$ cat src/rtl/drive_pkg.sv
// Shared types and constants for the drive command path: FSM states, throttle/steer
// encodings and the decode helpers used by drive_cmd_arbiter.
package drive_pkg;

  typedef enum logic [1:0] {
    ST_FAILSAFE = 2'd0,
    ST_RUN      = 2'd1,
    ST_DEADTIME = 2'd2
  } drive_state_t;

  localparam logic [12:0] THROTTLE_CENTER = 13'd512;
  localparam logic [15:0] SERVO_CENTER    = 16'd1500;
  localparam logic [16:0] SERVO_OFFSET    = 17'd1000;
  localparam int          DUTY_SHIFT      = 3;
  localparam logic [12:0] MAG_MAX         = 13'd511;

  typedef struct packed {
    logic [15:0] duty;
    logic        fwd;
    logic        center;
  } motor_cmd_t;

  // Throttle is offset-binary around THROTTLE_CENTER; magnitude saturates so duty tops out at 4088.
  function automatic motor_cmd_t decode_throttle(input logic [12:0] t);
    motor_cmd_t  c;
    logic [12:0] mag;
    mag = (t > THROTTLE_CENTER) ? t - THROTTLE_CENTER : THROTTLE_CENTER - t;
    if (mag > MAG_MAX) mag = MAG_MAX;
    c.duty   = {3'b000, mag} << DUTY_SHIFT;
    c.fwd    = (t > THROTTLE_CENTER);
    c.center = (t == THROTTLE_CENTER);
    return c;
  endfunction

  // A carry out of the 16-bit add counts as an over-range pulse width.
  function automatic logic [15:0] clamp_servo(input logic [15:0] steer,
                                              input logic [15:0] lo,
                                              input logic [15:0] hi);
    logic [16:0] sum;
    sum = {1'b0, steer} + SERVO_OFFSET;
    if (sum[16] || (sum[15:0] > hi)) return hi;
    if (sum[15:0] < lo) return lo;
    return sum[15:0];
  endfunction

endpackage

$ cat src/rtl/drive_cmd_arbiter_if.sv
// Command/actuator bundle between the command sources, drive_cmd_arbiter and the PWM blocks.
interface drive_cmd_arbiter_if;
  logic        tick_1k;
  logic        mode_remote;
  logic        rem_valid;
  logic [15:0] rem_steer;
  logic [15:0] rem_throttle;
  logic        auto_valid;
  logic [15:0] auto_steer;
  logic [15:0] auto_throttle;
  logic [15:0] motor_duty;
  logic        motor_a;
  logic        motor_b;
  logic [15:0] servo_duty;
  logic        failsafe;

  modport master (
    output tick_1k, mode_remote, rem_valid, rem_steer, rem_throttle,
           auto_valid, auto_steer, auto_throttle,
    input  motor_duty, motor_a, motor_b, servo_duty, failsafe
  );

  modport slave (
    input  tick_1k, mode_remote, rem_valid, rem_steer, rem_throttle,
           auto_valid, auto_steer, auto_throttle,
    output motor_duty, motor_a, motor_b, servo_duty, failsafe
  );
endinterface

$ cat src/rtl/drive_tick_timer.sv
// Counts tick_1k strobes up to TERMINAL and holds there; clr restarts from zero.
module drive_tick_timer #(
  parameter int TERMINAL = 250,
  parameter int W        = $clog2(TERMINAL + 1)
) (
  input  logic clk,
  input  logic rst_n,
  input  logic clr,
  input  logic tick,
  output logic done
);
  logic [W-1:0] count_reg;

  always_ff @(posedge clk or negedge rst_n) begin
    if (!rst_n)               count_reg <= '0;
    else if (clr)             count_reg <= '0;
    else if (tick && !done)   count_reg <= count_reg + W'(1);
  end

  assign done = (count_reg == W'(TERMINAL));
endmodule

$ cat src/rtl/drive_cmd_arbiter.sv
// Motor/servo command arbiter: source select, throttle/steer decode, link-loss failsafe and
// reversal dead-time. Define DRIVE_SLEW_LIMIT_EN to ramp motor_duty by SLEW_STEP per tick_1k.
import drive_pkg::*;

module drive_cmd_arbiter #(
  parameter int          TIMEOUT_MS  = 250,
  parameter int          DEADTIME_MS = 20,
  parameter logic [15:0] SERVO_MIN   = 16'd1000,
  parameter logic [15:0] SERVO_MAX   = 16'd2000
`ifdef DRIVE_SLEW_LIMIT_EN
  , parameter logic [15:0] SLEW_STEP = 16'd64
`endif
) (
  input logic                clk,
  input logic                rst_n,
  drive_cmd_arbiter_if.slave bus
);
  drive_state_t state_reg, state_next;
  logic         mode_prev_reg;
  logic [15:0]  motor_duty_reg, motor_duty_next;
  logic [15:0]  servo_reg, servo_next;
  logic         motor_a_reg, motor_a_next, motor_b_reg, motor_b_next;
  motor_cmd_t   pend_reg, pend_next;
`ifdef DRIVE_SLEW_LIMIT_EN
  logic [15:0]  target_reg, target_next;
  logic         rev_pend_reg, rev_pend_next;

  function automatic logic [15:0] slew_toward(input logic [15:0] cur, input logic [15:0] tgt);
    if (tgt > cur) return ((tgt - cur) > SLEW_STEP) ? cur + SLEW_STEP : tgt;
    return ((cur - tgt) > SLEW_STEP) ? cur - SLEW_STEP : tgt;
  endfunction
`endif

  logic        toggle, accept, opposite, reversal, wd_done, dt_done;
  logic [12:0] sel_thr;
  logic [15:0] sel_steer, sel_servo;
  motor_cmd_t  sel_cmd, run_cmd;

  // A valid arriving with a mode change belongs to the old source and is dropped.
  assign toggle    = (bus.mode_remote != mode_prev_reg);
  assign accept    = !toggle && (bus.mode_remote ? bus.rem_valid : bus.auto_valid);
  assign sel_thr   = bus.mode_remote ? bus.rem_throttle[12:0] : bus.auto_throttle[12:0];
  assign sel_steer = bus.mode_remote ? bus.rem_steer : bus.auto_steer;
  assign sel_cmd   = decode_throttle(sel_thr);
  assign sel_servo = clamp_servo(sel_steer, SERVO_MIN, SERVO_MAX);
  assign run_cmd   = accept ? sel_cmd : pend_reg;
  assign opposite  = !sel_cmd.center && (sel_cmd.fwd ? motor_b_reg : motor_a_reg);
`ifdef DRIVE_SLEW_LIMIT_EN
  assign reversal  = opposite && ((motor_duty_reg != 16'd0) || rev_pend_reg);
`else
  assign reversal  = opposite && (motor_duty_reg != 16'd0);
`endif

  drive_tick_timer #(.TERMINAL(TIMEOUT_MS)) u_watchdog (
    .clk(clk), .rst_n(rst_n), .clr(accept || toggle), .tick(bus.tick_1k), .done(wd_done)
  );

  drive_tick_timer #(.TERMINAL(DEADTIME_MS)) u_deadtime (
    .clk(clk), .rst_n(rst_n), .clr(state_reg != ST_DEADTIME), .tick(bus.tick_1k), .done(dt_done)
  );

  always_ff @(posedge clk or negedge rst_n) begin
    if (!rst_n) begin
      state_reg      <= ST_FAILSAFE;
      mode_prev_reg  <= 1'b0;
      motor_duty_reg <= '0;
      motor_a_reg    <= 1'b0;
      motor_b_reg    <= 1'b0;
      servo_reg      <= SERVO_CENTER;
      pend_reg       <= '0;
`ifdef DRIVE_SLEW_LIMIT_EN
      target_reg     <= '0;
      rev_pend_reg   <= 1'b0;
`endif
    end else begin
      state_reg      <= state_next;
      mode_prev_reg  <= bus.mode_remote;
      motor_duty_reg <= motor_duty_next;
      motor_a_reg    <= motor_a_next;
      motor_b_reg    <= motor_b_next;
      servo_reg      <= servo_next;
      pend_reg       <= pend_next;
`ifdef DRIVE_SLEW_LIMIT_EN
      target_reg     <= target_next;
      rev_pend_reg   <= rev_pend_next;
`endif
    end
  end

  // Priority: mode change, accepted command, watchdog expiry, dead-time completion.
  always_comb begin
    state_next = state_reg;
    if (toggle) begin
      state_next = ST_FAILSAFE;
    end else if (accept) begin
      unique case (state_reg)
        ST_FAILSAFE: state_next = ST_RUN;
`ifdef DRIVE_SLEW_LIMIT_EN
        ST_RUN:      if (reversal && (motor_duty_reg == 16'd0)) state_next = ST_DEADTIME;
`else
        ST_RUN:      if (reversal) state_next = ST_DEADTIME;
`endif
        ST_DEADTIME: if (dt_done) state_next = ST_RUN;
        default:     state_next = ST_FAILSAFE;
      endcase
    end else if (wd_done) begin
      state_next = ST_FAILSAFE;
    end else if ((state_reg == ST_DEADTIME) && dt_done) begin
      state_next = ST_RUN;
`ifdef DRIVE_SLEW_LIMIT_EN
    end else if ((state_reg == ST_RUN) && rev_pend_reg && (motor_duty_reg == 16'd0)) begin
      state_next = ST_DEADTIME;
`endif
    end
  end

  always_comb begin
    motor_duty_next = motor_duty_reg;
    motor_a_next    = motor_a_reg;
    motor_b_next    = motor_b_reg;
    servo_next      = servo_reg;
    pend_next       = pend_reg;
`ifdef DRIVE_SLEW_LIMIT_EN
    target_next     = target_reg;
    rev_pend_next   = rev_pend_reg;
`endif
    if (accept) begin
      servo_next = sel_servo;
      pend_next  = sel_cmd;
    end
    unique case (state_next)
      ST_FAILSAFE, ST_DEADTIME: begin
        motor_duty_next = '0;
        motor_a_next    = 1'b0;
        motor_b_next    = 1'b0;
        if (state_next == ST_FAILSAFE) servo_next = SERVO_CENTER;
`ifdef DRIVE_SLEW_LIMIT_EN
        target_next     = '0;
        rev_pend_next   = 1'b0;
`endif
      end
      ST_RUN: begin
        if ((state_reg != ST_RUN) || accept) begin
`ifdef DRIVE_SLEW_LIMIT_EN
          // Reversal while moving: ramp down on the old leg first, dead-time follows at zero.
          if ((state_reg == ST_RUN) && reversal) begin
            target_next   = '0;
            rev_pend_next = 1'b1;
          end else begin
            target_next   = run_cmd.duty;
            rev_pend_next = 1'b0;
            if (!run_cmd.center) begin
              motor_a_next = run_cmd.fwd;
              motor_b_next = !run_cmd.fwd;
            end
          end
`else
          motor_duty_next = run_cmd.duty;
          if (!run_cmd.center) begin
            motor_a_next = run_cmd.fwd;
            motor_b_next = !run_cmd.fwd;
          end
`endif
        end
      end
      default: ;
    endcase
`ifdef DRIVE_SLEW_LIMIT_EN
    if ((state_reg == ST_RUN) && (state_next == ST_RUN) && bus.tick_1k)
      motor_duty_next = slew_toward(motor_duty_reg, target_next);
`endif
  end

  assign bus.motor_duty = motor_duty_reg;
  assign bus.motor_a    = motor_a_reg;
  assign bus.motor_b    = motor_b_reg;
  assign bus.servo_duty = servo_reg;
  assign bus.failsafe   = (state_reg == ST_FAILSAFE);
endmodule

$ cat src/flat_wrapper.sv
// flat-port wrapper written by rule: the top's interface ports become plain ports
module drive_cmd_arbiter_flat 
#(
  parameter int          TIMEOUT_MS  = 250,
  parameter int          DEADTIME_MS = 20,
  parameter logic [15:0] SERVO_MIN   = 16'd1000,
  parameter logic [15:0] SERVO_MAX   = 16'd2000

)
  (clk, rst_n, bus_tick_1k, bus_mode_remote, bus_rem_valid, bus_rem_steer, bus_rem_throttle, bus_auto_valid, bus_auto_steer, bus_auto_throttle, bus_motor_duty, bus_motor_a, bus_motor_b, bus_servo_duty, bus_failsafe);
  drive_cmd_arbiter_if bus_i ();
  input logic clk;
  input logic rst_n;
  input wire logic [$bits(bus_i.tick_1k)-1:0] bus_tick_1k;
  input wire logic [$bits(bus_i.mode_remote)-1:0] bus_mode_remote;
  input wire logic [$bits(bus_i.rem_valid)-1:0] bus_rem_valid;
  input wire logic [$bits(bus_i.rem_steer)-1:0] bus_rem_steer;
  input wire logic [$bits(bus_i.rem_throttle)-1:0] bus_rem_throttle;
  input wire logic [$bits(bus_i.auto_valid)-1:0] bus_auto_valid;
  input wire logic [$bits(bus_i.auto_steer)-1:0] bus_auto_steer;
  input wire logic [$bits(bus_i.auto_throttle)-1:0] bus_auto_throttle;
  output wire logic [$bits(bus_i.motor_duty)-1:0] bus_motor_duty;
  output wire logic [$bits(bus_i.motor_a)-1:0] bus_motor_a;
  output wire logic [$bits(bus_i.motor_b)-1:0] bus_motor_b;
  output wire logic [$bits(bus_i.servo_duty)-1:0] bus_servo_duty;
  output wire logic [$bits(bus_i.failsafe)-1:0] bus_failsafe;
  assign bus_i.tick_1k = bus_tick_1k;
  assign bus_i.mode_remote = bus_mode_remote;
  assign bus_i.rem_valid = bus_rem_valid;
  assign bus_i.rem_steer = bus_rem_steer;
  assign bus_i.rem_throttle = bus_rem_throttle;
  assign bus_i.auto_valid = bus_auto_valid;
  assign bus_i.auto_steer = bus_auto_steer;
  assign bus_i.auto_throttle = bus_auto_throttle;
  assign bus_motor_duty = bus_i.motor_duty;
  assign bus_motor_a = bus_i.motor_a;
  assign bus_motor_b = bus_i.motor_b;
  assign bus_servo_duty = bus_i.servo_duty;
  assign bus_failsafe = bus_i.failsafe;
  drive_cmd_arbiter #(.TIMEOUT_MS(TIMEOUT_MS), .DEADTIME_MS(DEADTIME_MS), .SERVO_MIN(SERVO_MIN), .SERVO_MAX(SERVO_MAX)) u_core (.clk(clk), .rst_n(rst_n), .bus(bus_i));
endmodule
$ cat config.mk
export PLATFORM = sky130hd
export DESIGN_NAME = drive_cmd_arbiter_flat
export DESIGN_NICKNAME = d
export VERILOG_FILES = /design/src/rtl/drive_pkg.sv /design/src/rtl/drive_cmd_arbiter_if.sv /design/src/rtl/drive_tick_timer.sv /design/src/rtl/drive_cmd_arbiter.sv /design/src/flat_wrapper.sv
export SDC_FILE = /design/constraint.sdc
export NUM_CORES = 1
export LEC_CHECK = 0
export ABC_AREA = 0
export CORE_MARGIN = 3
export CORE_UTILIZATION = 45
export DETAILED_ROUTE_END_ITERATION = 6
export PLACE_DENSITY = 0.79
export SETUP_SLACK_MARGIN = 0.05
export SYNTH_ARGS = -nofsm -noshare
export SYNTH_HDL_FRONTEND = slang
export SYNTH_SLANG_ARGS = --single-unit
export TNS_END_PERCENT = 50
$ cat constraint.sdc
create_clock -name clk -period 2.25 [get_ports clk]
set_input_delay 0.45 -clock clk [delete_from_list [all_inputs] [get_ports clk]]
set_output_delay 0.45 -clock clk [all_outputs]
set_load 0.02 [all_outputs]
==> results.ini, run 1 <==
[synthesis]
synth_compound_area_frac = 0.181
syn_area_per_cell_sq_um = 9.22
synthSimpleGateAreaFrac = 0.235
synth_seq_cells = 68
synth-adder-area-share = 0.0262
ys_seq_area_frac = 0.398
synth_top_family_by_area = simple AND/OR/NAND/NOR gates
synth_xor_area_frac = 0.0571
syn_inst = 466
yosysUniqueCellTypes = 63
syn-num-nets = 545
async_flop_share = 1.00
synth.area.mux_share = 0.0667
synth_ff_type = dfrtp_1
synth_edf_count = 0
ys_warn_count = 0
synth_area_sq_mm = 0.00430

[worst_setup_path]
cp_top_family = buffers and inverters
rr_startpoint = u_core.bus.motor_duty[2]
crit_path_start_kind = input pin
rr_worst_depth = 9
cp.required_ns = 2.50
crit_buf_inv = 7
arrival_ns = 3.46
endpoint = u_core.bus.motor_duty[6]
critPathLaunch = bus_mode_remote
slowest_delay_ns = 0.36
regToRegEndpoint = u_core.bus.motor_duty[6]
end_kind = flip-flop
crit_chain = buf_12 > buf_12 > buf_12 > mux2i_4 > ha_4 > nor4bb_4 > o22ai_2 > buf_6 > nor3_4 > buf_4 > buf_6 > nor2_1 > nand3_1 > a21oi_4 > buf_12 > o311ai_4
regToRegSetupSlack_ns = -0.49
cpMostUsedCell = buf_12
crit_path_top_delay_cell = mux2i_4
cp.depth = 16
worst-setup-path-type = in -> reg
worstPathMaxFanout = 5

[finish]
fillers = 458
fin_nets = 780
antennaDiodeCount = 0
layout_common_cells = buf_4 (124), clkdlybuf4s50_1 (75), dfrtp_1 (61)
finalNonFillerCells = 835
drive_gt1_frac = 0.374
syn_to_final_growth_pct = 73.3
largest_reg_flops = 18
final_common_cell = buf_4

[sta]
tightestPinTransition_ns = 0.680
max_freq_ghz = 0.312
finClkSkew_ns = 0.0220
hold_viol_final = 0
final.min_clock_period_ns = 3.21
rsz0062_at_grt = yes
maxSlewViolCount = 0
period_share = 1.43
fin_ws_ns = -0.959
slew-limit-headroom = 0.546
setup_viol = 42

[detailed_routing]
wl_per_cell_um = 24.4
viasPerCell = 6.54
vias = 5465
ant_nets = 0
firstDrtPassIters = 7
drc = 0
routed_wirelength_mm = 20.4
drt_iter0_drc = 549

[job]
max_cap_viol_count = 0

[floorplanning]
die-height_um = 104
initial_utilization = 0.465
die_w_um = 104
die_area_sq_mm = 0.0108
io_pins = 105
rows = 35
core_area_sq_mm = 0.00924

[min_path]
hold_class = in -> async

[clock_network]
root_buffer = clkbuf_8
cts_buffers = 9
h-tree-depth = 3
cts_tree = yes
clk_pin_slew_ns = 0.10
clock_sinks = 68
cts_buffer_depth = 2
clock_latency_ns = 0.36

[outcome]
violations = setup timing
status = finished with violations

[placed_design]
hpwlAfterDp_mm = 9.77
gp_congestion = 0.853
port_buffers = 98
post-place-ws_ns = -1.08
place_inst = 786

[grt]
grt_pass1_vias = 5096
grt_pass1_wl_mm = 25.6
overflow = 0
track_usage = 0.290
grt_max_degree = 69
antenna_found_initial = 0

[pwr]
power_density_mw_per_mm2 = 505
peakVddDrop_uv = 359
p_leak_nw = 3.13

cell type report:
cell class,instances,area [sq um],share of cell area
repair buffers,241,2200,0.295
inverters,12,71.3,0.00958
multi-input cells,369,3080,0.414
flip-flops and latches,68,1710,0.230
well taps,129,161,0.0217
clock buffers,9,124,0.0166
clock inverters,7,98.8,0.0133
cells by family (layout without fill, tap and decap cells):
family | count (synthesis) | in the layout
AND/OR/NAND/NOR | 185 | 187
AO/OA/AOI/OAI | 116 | 117
flip-flops | 68 | 68
buffers and inverters | 32 | 269
XOR/XNOR | 28 | 28
multiplexers | 28 | 28
adder cells (fa/ha/maj) | 9 | 9
report_power, final:
part | total [W] | switching [W] | leakage (nW) | internal [W]
combinational | 0.00124 | 0.000648 | 2.15 | 0.000596
clock | 0.00119 | 0.000559 | 0.110 | 0.000631
sequential | 0.00133 | 0.0000544 | 0.867 | 0.00127
total | 0.00376 | 0.00126 | 3.13 | 0.00250
metal layers:
layer | vias to the layer above | track usage | share of wire | wire length, um
met5 | - | 0.0190 | 0 | 0
met4 | 0 | 0.140 | 0.10 | 2080
li1 | 2224 | - | - | -
met2 | 480 | 0.509 | 0.46 | 9450
met1 | 2566 | 0.336 | 0.33 | 6720
met3 | 195 | 0.0598 | 0.10 | 2130
cells in the mapped netlist (4+ instances only):
library cell | number | area, sq um
nor4_1 | 7 | 43.8
mux2_2 | 5 | 56.3
o311ai_0 | 11 | 96.3
nor2b_1 | 4 | 25.0
and3_1 | 5 | 31.3
nand4_1 | 8 | 50.1
a31oi_1 | 4 | 25.0
o221ai_1 | 4 | 35.0
nor3_1 | 11 | 55.1
ha_1 | 9 | 113
mux2i_1 | 23 | 230
o31ai_1 | 4 | 30.0
nor4b_1 | 5 | 43.8
dfrtp_1 | 61 | 1530
or4_1 | 11 | 82.6
xnor2_1 | 13 | 114
nand2_1 | 37 | 139
a21oi_1 | 37 | 185
xor2_1 | 15 | 131
and2_1 | 15 | 93.8
o21ai_0 | 17 | 85.1
o21a_1 | 4 | 30.0
nor2_1 | 40 | 150
inv_1 | 12 | 45.0
nand3_1 | 16 | 80.1
buf_2 | 7 | 35.0
dfstp_2 | 7 | 184
clkbuf_1 | 9 | 33.8
timing repair:
action | CTS | global route
setup buffers | 19 | 8
gates resized for setup | 81 | 66
gates cloned | 3 | 3
pin swaps | 27 | 19
hold buffers | 0 | 0
setup endpoints to repair | 42 | 42
per-stage QoR:
stage / total power [W] / utilization / hold WS, ns / TNS, ns / area [sq um]
6_report: 0.00376 / 0.806 / 0.0893 / -28.05 / 7450
4_1_cts: 0.00346 / 0.754 / 0.112 / -14.53 / 6970
2_1_floorplan: 0.00177 / - / 0.154 / -43.86 / 4510
3_5_place_dp: 0.00224 / 0.683 / 0.469 / -37.45 / 6310
3_3_place_gp: 0.00221 / 0.683 / 0.462 / -35.63 / 6310
5_1_grt: 0.00384 / 0.806 / 0.106 / -31.23 / 7450
how the worst min path moves through the flow:
stage	endpoint	slack [ns]
2_1_floorplan	u_core.bus.motor_a	0.15
3_3_place_gp	u_core.bus.servo_duty[0]	0.46
3_5_place_dp	u_core.pend_reg[17]	0.47
4_1_cts	u_core.bus.motor_duty[13]	0.11
5_1_grt	u_core.bus.motor_duty[13]	0.11
6_report	u_core.bus.motor_duty[13]	0.09
No activity file was read; power rests on OpenSTA's default activity.
==> run 2, diff against run 1 <==
Settings changed: CORE_MARGIN 3 to default, GPL_ROUTABILITY_DRIVEN from default to 1.
==> run 2 against run 1 <==
The run still ends with setup timing left. Worst hold slack got worse by 0.0010 ns. Global-route usage rose by 4.1 points. Maximum frequency rose by 13%. Sequential share of layout area rose by 0.79 points. Non-clock buffer count fell by 7. Critical path type unchanged.
==> results.ini, run 2 (synthesis results as in run 1) <==
[finish]
fin_nets = 772  ; -1.0%
drive_gt1_frac = 0.361  ; -0.0129
syn_to_final_growth_pct = 67.5
antennaDiodeCount = 0  ; unchanged
layout_common_cells = buf_4 (123), clkdlybuf4s50_1 (77), dfrtp_1 (61)
finalNonFillerCells = 827  ; -0.96%
largest_reg_flops = 18  ; unchanged
final_common_cell = buf_4

[worst_setup_path]
arrival_ns = 3.09  ; -0.37 ns
end_kind = flip-flop
worstPathMaxFanout = 8  ; +3
cp.required_ns = 2.50  ; about the same
crit_path_start_kind = input pin
worst-setup-path-type = in -> reg

[floorplanning]
die_area_sq_mm = 0.00995  ; -7.6%
die-height_um = 99.7  ; -3.9%
initial_utilization = 0.465  ; unchanged
rows = 35  ; unchanged
io_pins = 105  ; unchanged
die_w_um = 99.7  ; -3.9%
core_area_sq_mm = 0.00924  ; unchanged

[sta]
slew-limit-headroom = 0.535  ; -0.0106
setup_viol = 40  ; -4.8%
maxSlewViolCount = 0  ; unchanged
finClkSkew_ns = 0.0199  ; -0.00209 ns
hold_viol_final = 0  ; unchanged
period_share = 1.26  ; -0.165
tightestPinTransition_ns = 0.691  ; +0.0113 ns
max_freq_ghz = 0.352  ; +13%
rsz0062_at_grt = yes
fin_ws_ns = -0.588  ; +0.371 ns
setup-tns-final_ns = -18.00  ; +10.05 ns
final.min_clock_period_ns = 2.84  ; -0.371 ns

[pwr]
power_density_mw_per_mm2 = 488  ; -3.4%
p_leak_nw = 3.03  ; -3.2%
peakVddDrop_uv = 307  ; -14%

[detailed_routing]
wl_per_cell_um = 20.4  ; -16%
drc = 0  ; unchanged
routed_wirelength_mm = 16.9  ; -17%
drt_iter0_drc = 577  ; +5.1%
viasPerCell = 6.15  ; -6.0%
vias = 5090  ; -6.9%
ant_nets = 0  ; unchanged
firstDrtPassIters = 5  ; -2

[placed_design]
hpwlAfterDp_mm = 9.61  ; -1.6%
place_inst = 787  ; +0.13%
gp_congestion = 0.958  ; +12%
port_buffers = 98  ; unchanged

[outcome]
status = finished with violations
violations = setup timing

[grt]
grt_pass1_vias = 5373  ; +5.4%
grt_max_degree = 69  ; unchanged
overflow = 0  ; unchanged
grt_pass1_wl_mm = 25.9  ; +1.1%
antenna_found_initial = 0  ; unchanged
track_usage = 0.331  ; +0.0413

[clock_network]
ctsHoldBuffers = 0  ; unchanged
cts_buffers = 9  ; unchanged
cts_tree = yes
cts_buffer_depth = 2  ; unchanged
clock_sinks = 68  ; unchanged
clock_latency_ns = 0.36  ; about the same
h-tree-depth = 3  ; unchanged
root_buffer = clkbuf_8
clk_pin_slew_ns = 0.08  ; -0.02 ns

[job]
max_cap_viol_count = 0  ; unchanged

[min_path]
hold_class = in -> async

run 2: stage by stage:
stage	total power (W)	hold WS, ns	utilization	setup WS (ns)	cell area, sq um
floorplan	0.00177	0.154	-	-1.21	4510
global placement	0.00222	0.460	0.684	-1.00	6320
detailed placement	0.00225	0.468	0.684	-1.08	6320
CTS	0.00339	0.115	0.768	-0.483	7100
global route	0.00362	0.129	0.779	-0.679	7200
finish	0.00351	0.0883	0.779	-0.588	7200
run 2: cell type report:
cell class	count	area (sq um)
clock buffers	10	138
clock inverters	6	63.8
fillers	496	2040
inverters	12	47.5
multi-input cells	368	2980
flip-flops and latches	68	1710
well taps	129	161
repair buffers	234	2100
run 2: final timing paths:
kind,slack (ns),startpoint,end,cells past startpoint
setup / recovery,-0.59,bus_mode_remote,u_core.bus.motor_duty[9],12
hold reg to reg,0.49,u_core.bus.servo_duty[15],u_core.bus.servo_duty[15],1
min in group clk,0.49,u_core.bus.servo_duty[15],u_core.bus.servo_duty[15],1
hold / removal,0.09,rst_n,u_core.pend_reg[6],2
setup reg to reg,-0.37,u_core.mode_prev_reg,u_core.bus.motor_duty[10],8
max in group asynchronous,1.80,rst_n,u_core.bus.servo_duty[10],2
run 2: power by group:
group          internal (W)  switching, W
sequential          0.00128     0.0000464
clock              0.000540      0.000515
combinational      0.000563      0.000574
run 2: routing by layer:
| metal | GRT usage | vias up | share of wire |
|---|---|---|---|
| met3 | 0.0604 | 109 | 0.063 |
| met2 | 0.581 | 302 | 0.50 |
| li1 | - | 2215 | - |
| met5 | 0 | - | 0 |
| met4 | 0.196 | 0 | 0.054 |
| met1 | 0.376 | 2464 | 0.38 |
run 2: worst max-delay path, cell delays in order:
cell	delay (ns)
buf_8	0.09
buf_12	0.13
mux2i_2	0.25
ha_2	0.25
nor4b_4	0.25
o22ai_2	0.15
buf_4	0.16
o31ai_4	0.36
o21a_1	0.22
xor2_1	0.12
or4_1	0.56
o311ai_1	0.10
run 2: timing repair:
item | in CTS | in global routing
gates resized for setup | 110 | 19
setup endpoints to repair | 42 | 41
pin swaps | 46 | 16
setup buffers | 19 | 2
gates cloned | 3 | 0
